`src/rtl/ramp_pkg.sv`:
```
// Shared constants, state encoding and helpers for the ramp player datapath.
package ramp_pkg;

    localparam int DATA_WIDTH_DEF = 16;
    localparam int RATE_WIDTH_DEF = 16;

    typedef logic [0:0] state_t;
    localparam state_t ST_IDLE = 1'b0;
    localparam state_t ST_PLAY = 1'b1;

    // A programmed period of 0 behaves as 1 so the player never stalls.
    function automatic logic [31:0] rate_clamp(input logic [31:0] x);
        return (x == 32'd0) ? 32'd1 : x;
    endfunction

endpackage

```
`src/rtl/axis_ramp_fifo.sv`:
```
// Synchronous sample FIFO with a combinational head and registered occupancy.
module axis_ramp_fifo #(
    parameter int DEPTH = 16,
    parameter int WIDTH = 16
) (
    input  logic                       aclk,
    input  logic                       aresetn,
    input  logic                       push,
    input  logic                       pop,
    input  logic [WIDTH-1:0]           din,
    output logic [WIDTH-1:0]           head,
    output logic                       full,
    output logic                       empty,
    output logic [$clog2(DEPTH):0]     count
);
    localparam int AW = $clog2(DEPTH);
    localparam logic [AW-1:0] PTR_ONE = AW'(1);
    localparam logic [AW:0]   CNT_ONE = (AW+1)'(1);

    logic [WIDTH-1:0] mem [DEPTH];
    logic [AW-1:0]    wr_ptr_reg, rd_ptr_reg;
    logic [AW:0]      count_reg;
    logic             do_push, do_pop;

    assign full    = (count_reg == (AW+1)'(DEPTH));
    assign empty   = (count_reg == '0);
    assign count   = count_reg;
    assign head    = mem[rd_ptr_reg];
    // A full FIFO refuses the push even when a pop frees a slot this cycle.
    assign do_push = push && !full;
    assign do_pop  = pop && !empty;

    always_ff @(posedge aclk) begin
        if (do_push) begin
            mem[wr_ptr_reg] <= din;
        end
    end

    always_ff @(posedge aclk or negedge aresetn) begin
        if (!aresetn) begin
            wr_ptr_reg <= '0;
            rd_ptr_reg <= '0;
            count_reg  <= '0;
        end else begin
            if (do_push) begin
                wr_ptr_reg <= wr_ptr_reg + PTR_ONE;
            end
            if (do_pop) begin
                rd_ptr_reg <= rd_ptr_reg + PTR_ONE;
            end
            case ({do_push, do_pop})
                2'b10:   count_reg <= count_reg + CNT_ONE;
                2'b01:   count_reg <= count_reg - CNT_ONE;
                default: count_reg <= count_reg;
            endcase
        end
    end

endmodule

```
`src/rtl/axis_ramp_player.sv`:
```
// Replays buffered AXI-Stream ramp samples to a DAC, one sample every cfg_rate cycles.
// The FIFO lives in a sub-module; this file holds only the pacing FSM and counters.
module axis_ramp_player
    import ramp_pkg::*;
#(
    parameter int DATA_WIDTH = DATA_WIDTH_DEF,
    parameter int FIFO_DEPTH = 16,
    parameter int RATE_WIDTH = RATE_WIDTH_DEF
) (
    input  logic                  aclk,
    input  logic                  aresetn,
    input  logic [RATE_WIDTH-1:0] cfg_rate,
    input  logic [RATE_WIDTH-1:0] cfg_len,
    input  logic                  ramp_rq,
    input  logic [DATA_WIDTH-1:0] s_axis_tdata,
    input  logic                  s_axis_tvalid,
    output logic                  s_axis_tready,
    output logic [DATA_WIDTH-1:0] dac_data,
    output logic                  dac_strb,
    output logic                  busy,
    output logic                  underflow,
    output logic [RATE_WIDTH-1:0] sample_cnt
);
    localparam int CNT_W = $clog2(FIFO_DEPTH) + 1;
    localparam logic [RATE_WIDTH-1:0] RATE_ONE = RATE_WIDTH'(1);

    logic                  fifo_full, fifo_empty;
    logic [CNT_W-1:0]      fifo_count;
    logic [DATA_WIDTH-1:0] fifo_head;
    logic                  push, pop, tick, start;

    state_t                state_reg;
    logic                  ready_reg, dac_strb_reg, underflow_reg;
    logic [RATE_WIDTH-1:0] rate_reg, rate_cnt_reg, remaining_reg, sample_cnt_reg;
    logic [DATA_WIDTH-1:0] dac_data_reg;

    // ready_reg keeps tready low until the first edge after reset release.
    assign s_axis_tready = ready_reg && !fifo_full;
    assign push          = s_axis_tvalid && s_axis_tready;
    assign tick          = (state_reg == ST_PLAY) && (rate_cnt_reg == '0);
    assign pop           = tick && (fifo_count != '0);
    assign start         = (state_reg == ST_IDLE) && ramp_rq && (cfg_len != '0);

    assign dac_data   = dac_data_reg;
    assign dac_strb   = dac_strb_reg;
    assign busy       = (state_reg == ST_PLAY);
    assign underflow  = underflow_reg;
    assign sample_cnt = sample_cnt_reg;

    axis_ramp_fifo #(
        .DEPTH (FIFO_DEPTH),
        .WIDTH (DATA_WIDTH)
    ) u_fifo (
        .aclk    (aclk),
        .aresetn (aresetn),
        .push    (push),
        .pop     (pop),
        .din     (s_axis_tdata),
        .head    (fifo_head),
        .full    (fifo_full),
        .empty   (fifo_empty),
        .count   (fifo_count)
    );

    always_ff @(posedge aclk or negedge aresetn) begin
        if (!aresetn) begin
            state_reg      <= ST_IDLE;
            ready_reg      <= 1'b0;
            dac_strb_reg   <= 1'b0;
            underflow_reg  <= 1'b0;
            rate_reg       <= '0;
            rate_cnt_reg   <= '0;
            remaining_reg  <= '0;
            sample_cnt_reg <= '0;
            dac_data_reg   <= '0;
        end else begin
            ready_reg    <= 1'b1;
            dac_strb_reg <= pop;
            if (start) begin
                state_reg      <= ST_PLAY;
                rate_reg       <= RATE_WIDTH'(rate_clamp(32'(cfg_rate)));
                remaining_reg  <= cfg_len;
                sample_cnt_reg <= '0;
                underflow_reg  <= 1'b0;
                rate_cnt_reg   <= '0;
            end else if (state_reg == ST_PLAY) begin
                // The counter free-runs on the latched period; a missed tick is retried next period.
                rate_cnt_reg <= tick ? (rate_reg - RATE_ONE) : (rate_cnt_reg - RATE_ONE);
                if (pop) begin
                    dac_data_reg   <= fifo_head;
                    sample_cnt_reg <= sample_cnt_reg + RATE_ONE;
                    remaining_reg  <= remaining_reg - RATE_ONE;
                    if (remaining_reg == RATE_ONE) begin
                        state_reg <= ST_IDLE;
                    end
                end else if (tick && fifo_empty) begin
                    underflow_reg <= 1'b1;
                end
            end
        end
    end

endmodule

```
`config.mk`:
```
export PLATFORM = sky130hd
export DESIGN_NAME = axis_ramp_player
export DESIGN_NICKNAME = d
export VERILOG_FILES = /design/src/rtl/ramp_pkg.sv /design/src/rtl/axis_ramp_fifo.sv /design/src/rtl/axis_ramp_player.sv
export SDC_FILE = /design/constraint.sdc
export NUM_CORES = 1
export LEC_CHECK = 0
export ABC_CLOCK_PERIOD_IN_PS = 4550
export CORE_ASPECT_RATIO = 0.8
export CORE_UTILIZATION = 55
export CTS_CLUSTER_SIZE = 25
export DETAILED_ROUTE_END_ITERATION = 8
export PLACE_DENSITY = 0.75
export SYNTH_ARGS = -nofsm -noshare
export SYNTH_HDL_FRONTEND = slang
export SYNTH_SLANG_ARGS = --single-unit
export TNS_END_PERCENT = 50
```
`constraint.sdc`:
```
create_clock -name aclk -period 4.55 [get_ports aclk]
set_clock_uncertainty 0.1 [all_clocks]
set_input_delay 0.6825 -clock aclk [delete_from_list [all_inputs] [get_ports aclk]]
set_output_delay 0.6825 -clock aclk [all_outputs]
set_load 0.05 [all_outputs]
```
Word level (Yosys, flattened, before mapping)

Memory sizes are Yosys's and may differ from the RTL's. A register that Yosys moved wholly into a read port is not among the register bits.
Index checks and enable logic that the tools add are counted.

Memories: 1
Flip-flop bits (word level): 81
Bits of input ports: 52
Output and inout port bits: 36
Logic and storage cells: 72
Bits in writable memories: 256

Equal/unequal tests: 5
Reductions and logical operators: 24
Mux-type cells: 21
Bitwise operators: 2
Add/subtract/negate cells: 8

Memory list:

| name       | depth | bits a word | read ports | clocked after memory_dff | wr ports | line                 | source |
|---|---|---|---|---|---|---|---|
| u_fifo.mem | 16    | 16          | 1          | 1                        | 1        | axis_ramp_fifo.sv:20 | `logic [WIDTH-1:0] mem [DEPTH];` |

Operators by type and width:

| operator                                                             | count |
|---|---|
| 16-bit two-way mux                                                   | 10 |
| 16-bit by 1-bit subtractor with 16-bit output, second input constant | 3 |
| 16-bit zero test                                                     | 2 |
| 16-bit by 1-bit adder with 16-bit output, second input constant      | 1 |
| 16-bit by 1-bit == test with 1-bit output, second input constant     | 1 |
| 16-bit nonzero test                                                  | 1 |
| 1-bit two-way mux                                                    | 10 |
| 5-bit case mux with 2 select lines                                   | 1 |
| 1-bit logical AND                                                    | 9 |
| 4-bit by 1-bit adder with 4-bit output, second input constant        | 2 |
| 2-bit nonzero test                                                   | 4 |
| 3-bit AND reduction                                                  | 2 |
| 5-bit by 1-bit adder with 5-bit output, second input constant        | 1 |
| 5-bit == test, second input constant                                 | 1 |
| 5-bit zero test                                                      | 1 |
| 5-bit nonzero test                                                   | 1 |
| 5-bit by 1-bit subtractor with 5-bit output, second input constant   | 1 |
| 1-bit zero test                                                      | 3 |
| 2-bit by 1-bit == test with 1-bit output, second input constant      | 1 |
| 2-bit == test, second input constant                                 | 1 |
| 2-bit by 1-bit != test with 1-bit output, second input constant      | 1 |
| 1-bit NOT                                                            | 2 |
| 2-bit AND reduction                                                  | 1 |

Longest topological paths before layout

Word-level depth: 7
Gate-level depth with buffers: 14

Cells and area by module

From an unflattened synthesis, not the netlist that was laid out.

Cells, all modules: 1076
Area total of the unflattened synthesis: 15399.8 µm²

Modules (own cells, without submodules):

| module           | sequential area each (µm²) | instances | cells an instance | area each (µm²) |
|---|---|---|---|---|
| axis_ramp_fifo   | 8012.7                     | 1         | 555               | 10895.4 |
| axis_ramp_player | 2102.0                     | 1         | 521               | 4504.3 |

Worst setup path after synthesis

No wires, ideal clock.

Kind: reg2reg
From: reg u_fifo.count_reg[0] (netlist: u_fifo.count[0])
To: mem u_fifo.mem[3][0], enable pin
Clock period less this slack: 3.966 ns
Setup time: 0.409 ns
Buffers on the path: 1
Cell stages (with the launch flop): 7
Path slack: 0.584 ns
Arrival: 3.457 ns
Path through: dfrtp_1 -> nor4_1 -> a21boi_0 -> and2_1 -> clkbuf_1 -> nand2_1 -> nor3_1

Longest elaborated chain between the ends: 7

RTL lines:

| element                                 | line                   | source |
|---|---|---|
| start: declaration                      | axis_ramp_fifo.sv:22   | `logic [AW:0] count_reg;` |
| start signal: assignment                | axis_ramp_fifo.sv:52   | `2'b10: count_reg <= count_reg + CNT_ONE;` |
| start signal: assignment                | axis_ramp_fifo.sv:53   | `2'b01: count_reg <= count_reg - CNT_ONE;` |
| start signal: assignment                | axis_ramp_fifo.sv:54   | `default: count_reg <= count_reg;` |
| 5-bit == test                           | axis_ramp_fifo.sv:25   | `assign full = (count_reg == (AW+1)'(DEPTH));` |
| 1-bit zero test                         | axis_ramp_player.sv:38 | `assign s_axis_tready = ready_reg && !fifo_full;` |
| 1-bit logical AND                       | axis_ramp_player.sv:38 |  |
| net s_axis_tready                       | axis_ramp_player.sv:17 | `output logic s_axis_tready,` |
| 1-bit logical AND                       | axis_ramp_player.sv:39 | `assign push = s_axis_tvalid && s_axis_tready;` |
| 1-bit logical AND                       | axis_ramp_fifo.sv:30   | `assign do_push = push && !full;` |
| 1-bit two-way mux                       | axis_ramp_fifo.sv:34   | `if (do_push) begin` |
| 1-bit two-way mux (implied by the code) | axis_ramp_fifo.sv:35   | `mem[wr_ptr_reg] <= din;` |
| end: declaration                        | axis_ramp_fifo.sv:20   |  |

The timed path passes the listed nets, and every way through them passes these cells.

Worst setup path in the final report

From: reg state_reg (netlist: busy)
To: reg rate_cnt_reg[12]

Longest elaborated chain between the ends: 4

RTL lines:

| element                                                         | line                                           | source |
|---|---|---|
| start: declaration                                              | axis_ramp_player.sv:32                         | `state_t state_reg;` |
| start signal: assignment                                        | axis_ramp_player.sv:67                         | `state_reg <= ST_IDLE;` |
| start signal: assignment                                        | axis_ramp_player.sv:80                         | `state_reg <= ST_PLAY;` |
| start signal: assignment                                        | axis_ramp_player.sv:94                         | `state_reg <= ST_IDLE;` |
| 1-bit logical AND / 1-bit NOT (equally long branches)           | axis_ramp_player.sv:40, axis_ramp_player.sv:42 |  |
| 16-bit two-way mux / 1-bit logical AND (equally long branches)  | axis_ramp_player.sv:88, axis_ramp_player.sv:42 |  |
| 16-bit two-way mux / 1-bit logical AND (equally long branches)  | axis_ramp_player.sv:86, axis_ramp_player.sv:42 |  |
| 16-bit two-way mux / 2-bit nonzero test (equally long branches) | -                                              |  |
| end signal: assignment                                          | axis_ramp_player.sv:88                         | `rate_cnt_reg <= tick ? (rate_reg - RATE_ONE) : (rate_cnt_reg - RATE_ONE);` |
| end: declaration                                                | axis_ramp_player.sv:34                         | `logic [RATE_WIDTH-1:0] rate_reg, rate_cnt_reg, remaining_reg, sample_cnt_reg;` |

Several ways; a longest one is shown, not always the timed one. The select of a mux whose other input is x is not followed.
A chain may end at the register's enable or synchronous reset.

==> report_table.html <==
<table>
<tr><th>Metric</th><th>Value</th></tr>
<tr><th colspan="2">Logic synthesis</th></tr>
<tr><td>Synthesized netlist net count</td><td>between 900 and 1000</td></tr>
<tr><td>Post-synthesis cell count</td><td>a little over 900</td></tr>
<tr><td>Top flip-flop cell by instance count after synthesis</td><td>edfxtp_1</td></tr>
<tr><td>Number of synthesis warnings</td><td>0</td></tr>
<tr><td>Yosys cell types</td><td>69</td></tr>
<tr><td>Seq/Total Area, Yosys</td><td>between 60% and 70%</td></tr>
<tr><td>Average size of a mapped cell</td><td>16.3 µm²</td></tr>
<tr><td>Proportion of synthesized flip-flops having asynchronous set or reset</td><td>27.5%</td></tr>
<tr><td>Ranking of synthesized cells by area</td><td>edfxtp_1 52%, dfrtp_1 16%, mux4_2 12%</td></tr>
<tr><td>Flip-flop and latch count after synthesis</td><td>353</td></tr>
<tr><td>Number of enable-type register cells in the synthesized netlist</td><td>between 200 and 300</td></tr>
<tr><td>Top cell type by total area after synthesis</td><td>edfxtp_1</td></tr>
<tr><td>Area share of the largest cell type after synthesis</td><td>52.0%</td></tr>
<tr><td>Post-synthesis instance area</td><td>0.0148 mm²</td></tr>
<tr><th colspan="2">Timing</th></tr>
<tr><td>Final Max Tran Viols</td><td>0</td></tr>
<tr><td>Crit path time final</td><td>between 3 and 4 ns</td></tr>
<tr><td>Final Hold Fails</td><td>0</td></tr>
<tr><td>Fmax</td><td>0.295 GHz</td></tr>
<tr><td>Worst slew pin tran</td><td>1.22 ns</td></tr>
<tr><td>Final setup violating endpoints</td><td>0</td></tr>
<tr><td>Total negative slack for setup checks</td><td>0 ns</td></tr>
<tr><td>Post-route clock period utilization</td><td>74.5%</td></tr>
<tr><td>Worst max-slew margin expressed relative to the limit</td><td>17.8%</td></tr>
<tr><td>Setup repair after global routing missed its margin</td><td>false</td></tr>
<tr><th colspan="2">Layout</th></tr>
<tr><td>Cell Count, Final, Fillers Out</td><td>1404</td></tr>
<tr><td>Total number of nets in the final design</td><td>1087</td></tr>
<tr><td>Fraction of layout instances using a drive strength above 1</td><td>20.1%</td></tr>
<tr><td>Count of inserted antenna diode cells</td><td>0</td></tr>
<tr><td>Area used by sequential logic in the layout</td><td>between 0.01 and 0.015 mm²</td></tr>
<tr><td>P&amp;R area growth vs syn</td><td>17.9%</td></tr>
<tr><td>Fillers</td><td>1777</td></tr>
<tr><td>Max reg flops</td><td>256</td></tr>
<tr><td>Multi-input gate area</td><td>0.00450 mm²</td></tr>
<tr><td>Cell area after layout</td><td>between 0.015 and 0.02 mm²</td></tr>
<tr><td>Most flops, register</td><td>u_fifo.mem</td></tr>
<tr><th colspan="2">Outcome</th></tr>
<tr><td>Result of the run</td><td>complete, no violations</td></tr>
<tr><th colspan="2">CTS</th></tr>
<tr><td>Number of clock buffers inserted by TritonCTS</td><td>35</td></tr>
<tr><td>Worst-path clk slew</td><td>0.06 ns</td></tr>
<tr><td>Count of hold buffers inserted by post-cts repair</td><td>0</td></tr>
<tr><td>H-Tree Depth</td><td>2</td></tr>
<tr><td>Clock net sink count</td><td>353</td></tr>
<tr><td>Number of buffers added for setup after CTS</td><td>0</td></tr>
<tr><td>Clk_lat worst skew</td><td>approximately 0.54 ns</td></tr>
<tr><td>CTS Root Cell</td><td>clkbuf_16</td></tr>
<tr><td>Longest Clk Path Bufs</td><td>3</td></tr>
<tr><td>Count of cells resized by post-cts repair</td><td>0</td></tr>
<tr><td>TritonCTS clock tree</td><td>done</td></tr>
<tr><th colspan="2">Critical path</th></tr>
<tr><td>Worst EP required</td><td>4.88 ns</td></tr>
<tr><td>Critical path endpoint category</td><td>flop</td></tr>
<tr><td>Reg2Reg Depth</td><td>11</td></tr>
<tr><td>Maximum fanout along the worst path</td><td>18</td></tr>
<tr><td>Crit path largest cell delay</td><td>0.57 ns</td></tr>
<tr><td>Crit Path Class</td><td>reg2reg</td></tr>
<tr><td>Crit-path slowest cell</td><td>a2111oi_1</td></tr>
<tr><td>Arrival @ worst endpoint</td><td>3.72 ns</td></tr>
<tr><td>Crit path buf inv count</td><td>1</td></tr>
<tr><td>Startpoint type of the worst setup path</td><td>flop</td></tr>
<tr><td>Critical path's top delay family</td><td>compound AO/OA/AOI/OAI gates</td></tr>
<tr><td>WP depth</td><td>11</td></tr>
<tr><td>Worst R2R Setup Slack</td><td>~1.2 ns</td></tr>
<tr><td>Cell Chain, Critical Path</td><td>buf_4, nor4b_1, and4_2, and2_1, a21oi_1, ha_1, nor3b_1, o311ai_0, a2111oi_1, mux2i_1, a21o_1</td></tr>
<tr><th colspan="2">Floorplan</th></tr>
<tr><td>Total Die Area</td><td>about 0.028 mm²</td></tr>
<tr><td>Placeable core region</td><td>0.0263 mm²</td></tr>
<tr><td>Die H</td><td>149 µm</td></tr>
<tr><td>Die span in x</td><td>around 190 µm</td></tr>
<tr><td>Number of rows created at floorplan</td><td>53</td></tr>
<tr><td>Initial Util</td><td>between 50 and 60%</td></tr>
<tr><td>Top Ports</td><td>between 80 and 90</td></tr>
<tr><th colspan="2">Drt</th></tr>
<tr><td>Violation count after the first detailed-routing iteration</td><td>852</td></tr>
<tr><td>Number of DRC violations after detailed routing</td><td>0</td></tr>
<tr><td>Sum of routed wire length over all layers</td><td>32700 µm</td></tr>
<tr><td>Antenna-violating nets left</td><td>0</td></tr>
<tr><td>Routed vias</td><td>about 8600</td></tr>
<tr><td>Detail-routed via count per cell</td><td>6.12</td></tr>
<tr><td>Average routed wire per standard cell</td><td>23.3 µm</td></tr>
<tr><td>Number of iterations in the first detailed-routing pass</td><td>5</td></tr>
<tr><th colspan="2">Job</th></tr>
<tr><td>Max Cap Viol</td><td>0</td></tr>
<tr><th colspan="2">Worst hold path</th></tr>
<tr><td>Path category of the worst min-delay check</td><td>in2async</td></tr>
<tr><th colspan="2">Placed design</th></tr>
<tr><td>Port-buffer cells</td><td>87</td></tr>
<tr><td>Instance count after placement with tap cells included</td><td>between 1000 and 1500</td></tr>
<tr><td>Post-detail-place hpwl</td><td>20000 µm</td></tr>
<tr><td>Final GP Congestion</td><td>roughly 0.90</td></tr>
<tr><td>Cell area reported after detailed placement</td><td>between 0.015 and 0.02 mm²</td></tr>
<tr><th colspan="2">GRT</th></tr>
<tr><td>Overflow left after global routing</td><td>0</td></tr>
<tr><td>Gr usage total</td><td>24.8%</td></tr>
<tr><td>Number of antenna violations at the first check in global routing</td><td>0</td></tr>
<tr><td>Maximum number of pins on one net before global-route repair</td><td>66</td></tr>
<tr><td>First-pass GRT wire length</td><td>around 50000 µm</td></tr>
<tr><td>Via count of the first global-routing pass</td><td>8469</td></tr>
<tr><th colspan="2">Pwr</th></tr>
<tr><td>Pwr dens</td><td>491 mW/mm²</td></tr>
<tr><td>Cell-internal power</td><td>0.00621 W</td></tr>
<tr><td>Peak ir drop on the vdd network</td><td>438 µV</td></tr>
<tr><td>Static leakage power</td><td>about 6.0 nW</td></tr>
<tr><td>Share of total power in sequential cells</td><td>47.9%</td></tr>
<tr><td>Clock network power share</td><td>36.1%</td></tr>
<tr><td>Portion of total power attributed to combinational logic</td><td>16.0%</td></tr>
<tr><td>Net Sw Frac</td><td>roughly 28%</td></tr>
<tr><td>Switching power of the nets</td><td>0.00236 W</td></tr>
</table>
-- cells in the final DEF (no fill, tap or decap), drive strengths merged, types with 4 or more instances in the layout --
| cell | count |
|---|---|
| a21oi | 18 |
| o211ai | 4 |
| a2111oi | 6 |
| nand3 | 16 |
| a2111o | 4 |
| nand4 | 13 |
| dfrtp | 97 |
| nor4 | 18 |
| and3 | 6 |
| ha | 13 |
| o21ai | 29 |
| mux2 | 16 |
| edfxtp | 256 |
| nor2 | 44 |
| or3 | 17 |
| nand2b | 5 |
| bufinv | 7 |
| xnor2 | 16 |
| and2 | 5 |
| inv | 18 |
| xor2 | 15 |
| clkinv | 5 |
| buf | 31 |
| clkbuf | 46 |
| or4 | 4 |
| nor3 | 24 |
| clkdlybuf4s50 | 86 |
| mux4 | 80 |
| nand2 | 97 |
-- layer usage --
metal	vias up	GRT usage, %	wire, µm
li1	3797	-	-
met1	4358	36.0	13900
met2	381	39.1	15500
met3	57	4.36	2590
met4	0	6.49	682
met5	-	0	0
-- cell usage after synthesis, types with 6 or more instances --
cell type and instances:
buf_1 9, edfxtp_1 256, xor2_1 15, xnor2_1 16, ha_1 13, a21oi_1 18, nand2_1 96, nand4_1 12
dfrtp_1 97, and3_1 6, or3_1 14, o21ai_0 27, clkbuf_1 25, buf_2 7, inv_1 14, mux2_2 16
nor2_1 44, nand3_1 16, nor4_1 16, nor3_1 21, mux4_2 80
-- final cells by class --
cell class                 instances  share of cell area, %
multi-input combinational        500                   25.8
tap                              357                   2.56
inverter                          14                  0.301
timing repair buffer             117                   6.34
sequential                       353                   58.0
clock inverter                    17                   1.70
clock buffer                      46                   5.31
-- path summary, 6_finish.rpt --
check,from,to
max in group asynchronous,aresetn,u_fifo.rd_ptr_reg[1]$_DFFE_PN0P_
setup reg to reg,busy$_DFF_PN0_,rate_cnt_reg[12]$_DFFE_PN0P_
hold reg to reg,dac_data[9]$_DFFE_PN0P_,dac_data[9]$_DFFE_PN0P_
setup / recovery,busy$_DFF_PN0_,rate_cnt_reg[12]$_DFFE_PN0P_
hold / removal,aresetn,rate_cnt_reg[13]$_DFFE_PN0P_
min in group aclk,dac_data[9]$_DFFE_PN0P_,dac_data[9]$_DFFE_PN0P_
-- power groups by stage --
stage / sequential (W) / combinational, W / clock (W)
3_5_place_dp: 0.00416 / 0.00137 / 0
4_1_cts: 0.00410 / 0.00138 / 0.00314
3_3_place_gp: 0.00414 / 0.00134 / 0
2_1_floorplan: 0.00425 / 0.000748 / 0
6_report: 0.00410 / 0.00137 / 0.00309
5_1_grt: 0.00415 / 0.00149 / 0.00326
-- through the flow --
stage | utilization (%) | setup slack, ns | hold slack, ns | power (W)
final | 66.3 | 1.16 | 0.00724 | 0.00857
after global routing | 66.3 | 0.954 | 0.0394 | 0.00889
after CTS | 66.3 | 1.22 | 0.00863 | 0.00861
after detailed placement | 61.6 | 1.24 | 0.364 | 0.00552
after global placement | 61.6 | 1.36 | 0.351 | 0.00548
after floorplan | - | 0.584 | 0.287 | 0.00500
-- cell families (layout without fill, tap and decap cells) --
| kind of cell | Yosys count | in the layout | share of synthesized area [%] |
|---|---|---|---|
| AOI/OAI and AO/OA | 96 | 96 | 4.46 |
| buffers and inverters | 57 | 194 | 1.58 |
| muxes | 98 | 98 | 13.5 |
| xor gates and xnor gates | 31 | 31 | 1.84 |
| other | 1 | 1 | 0.0253 |
| adders and majority gates | 14 | 14 | 1.23 |
| DFF | 353 | 353 | 68.4 |
| and+or+nand+nor | 260 | 260 | 8.97 |
-- worst register-to-register path, cell delays in order, from the launching register on --
cell and delay [ns]:
dfrtp_1 0.36, buf_4 0.20, nor4b_1 0.18, and4_2 0.26, and2_1 0.20, a21oi_1 0.21, ha_1 0.22, nor3b_1 0.44
o311ai_0 0.24, a2111oi_1 0.57, mux2i_1 0.15, a21o_1 0.17
Power figures use the tool's default switching activity.
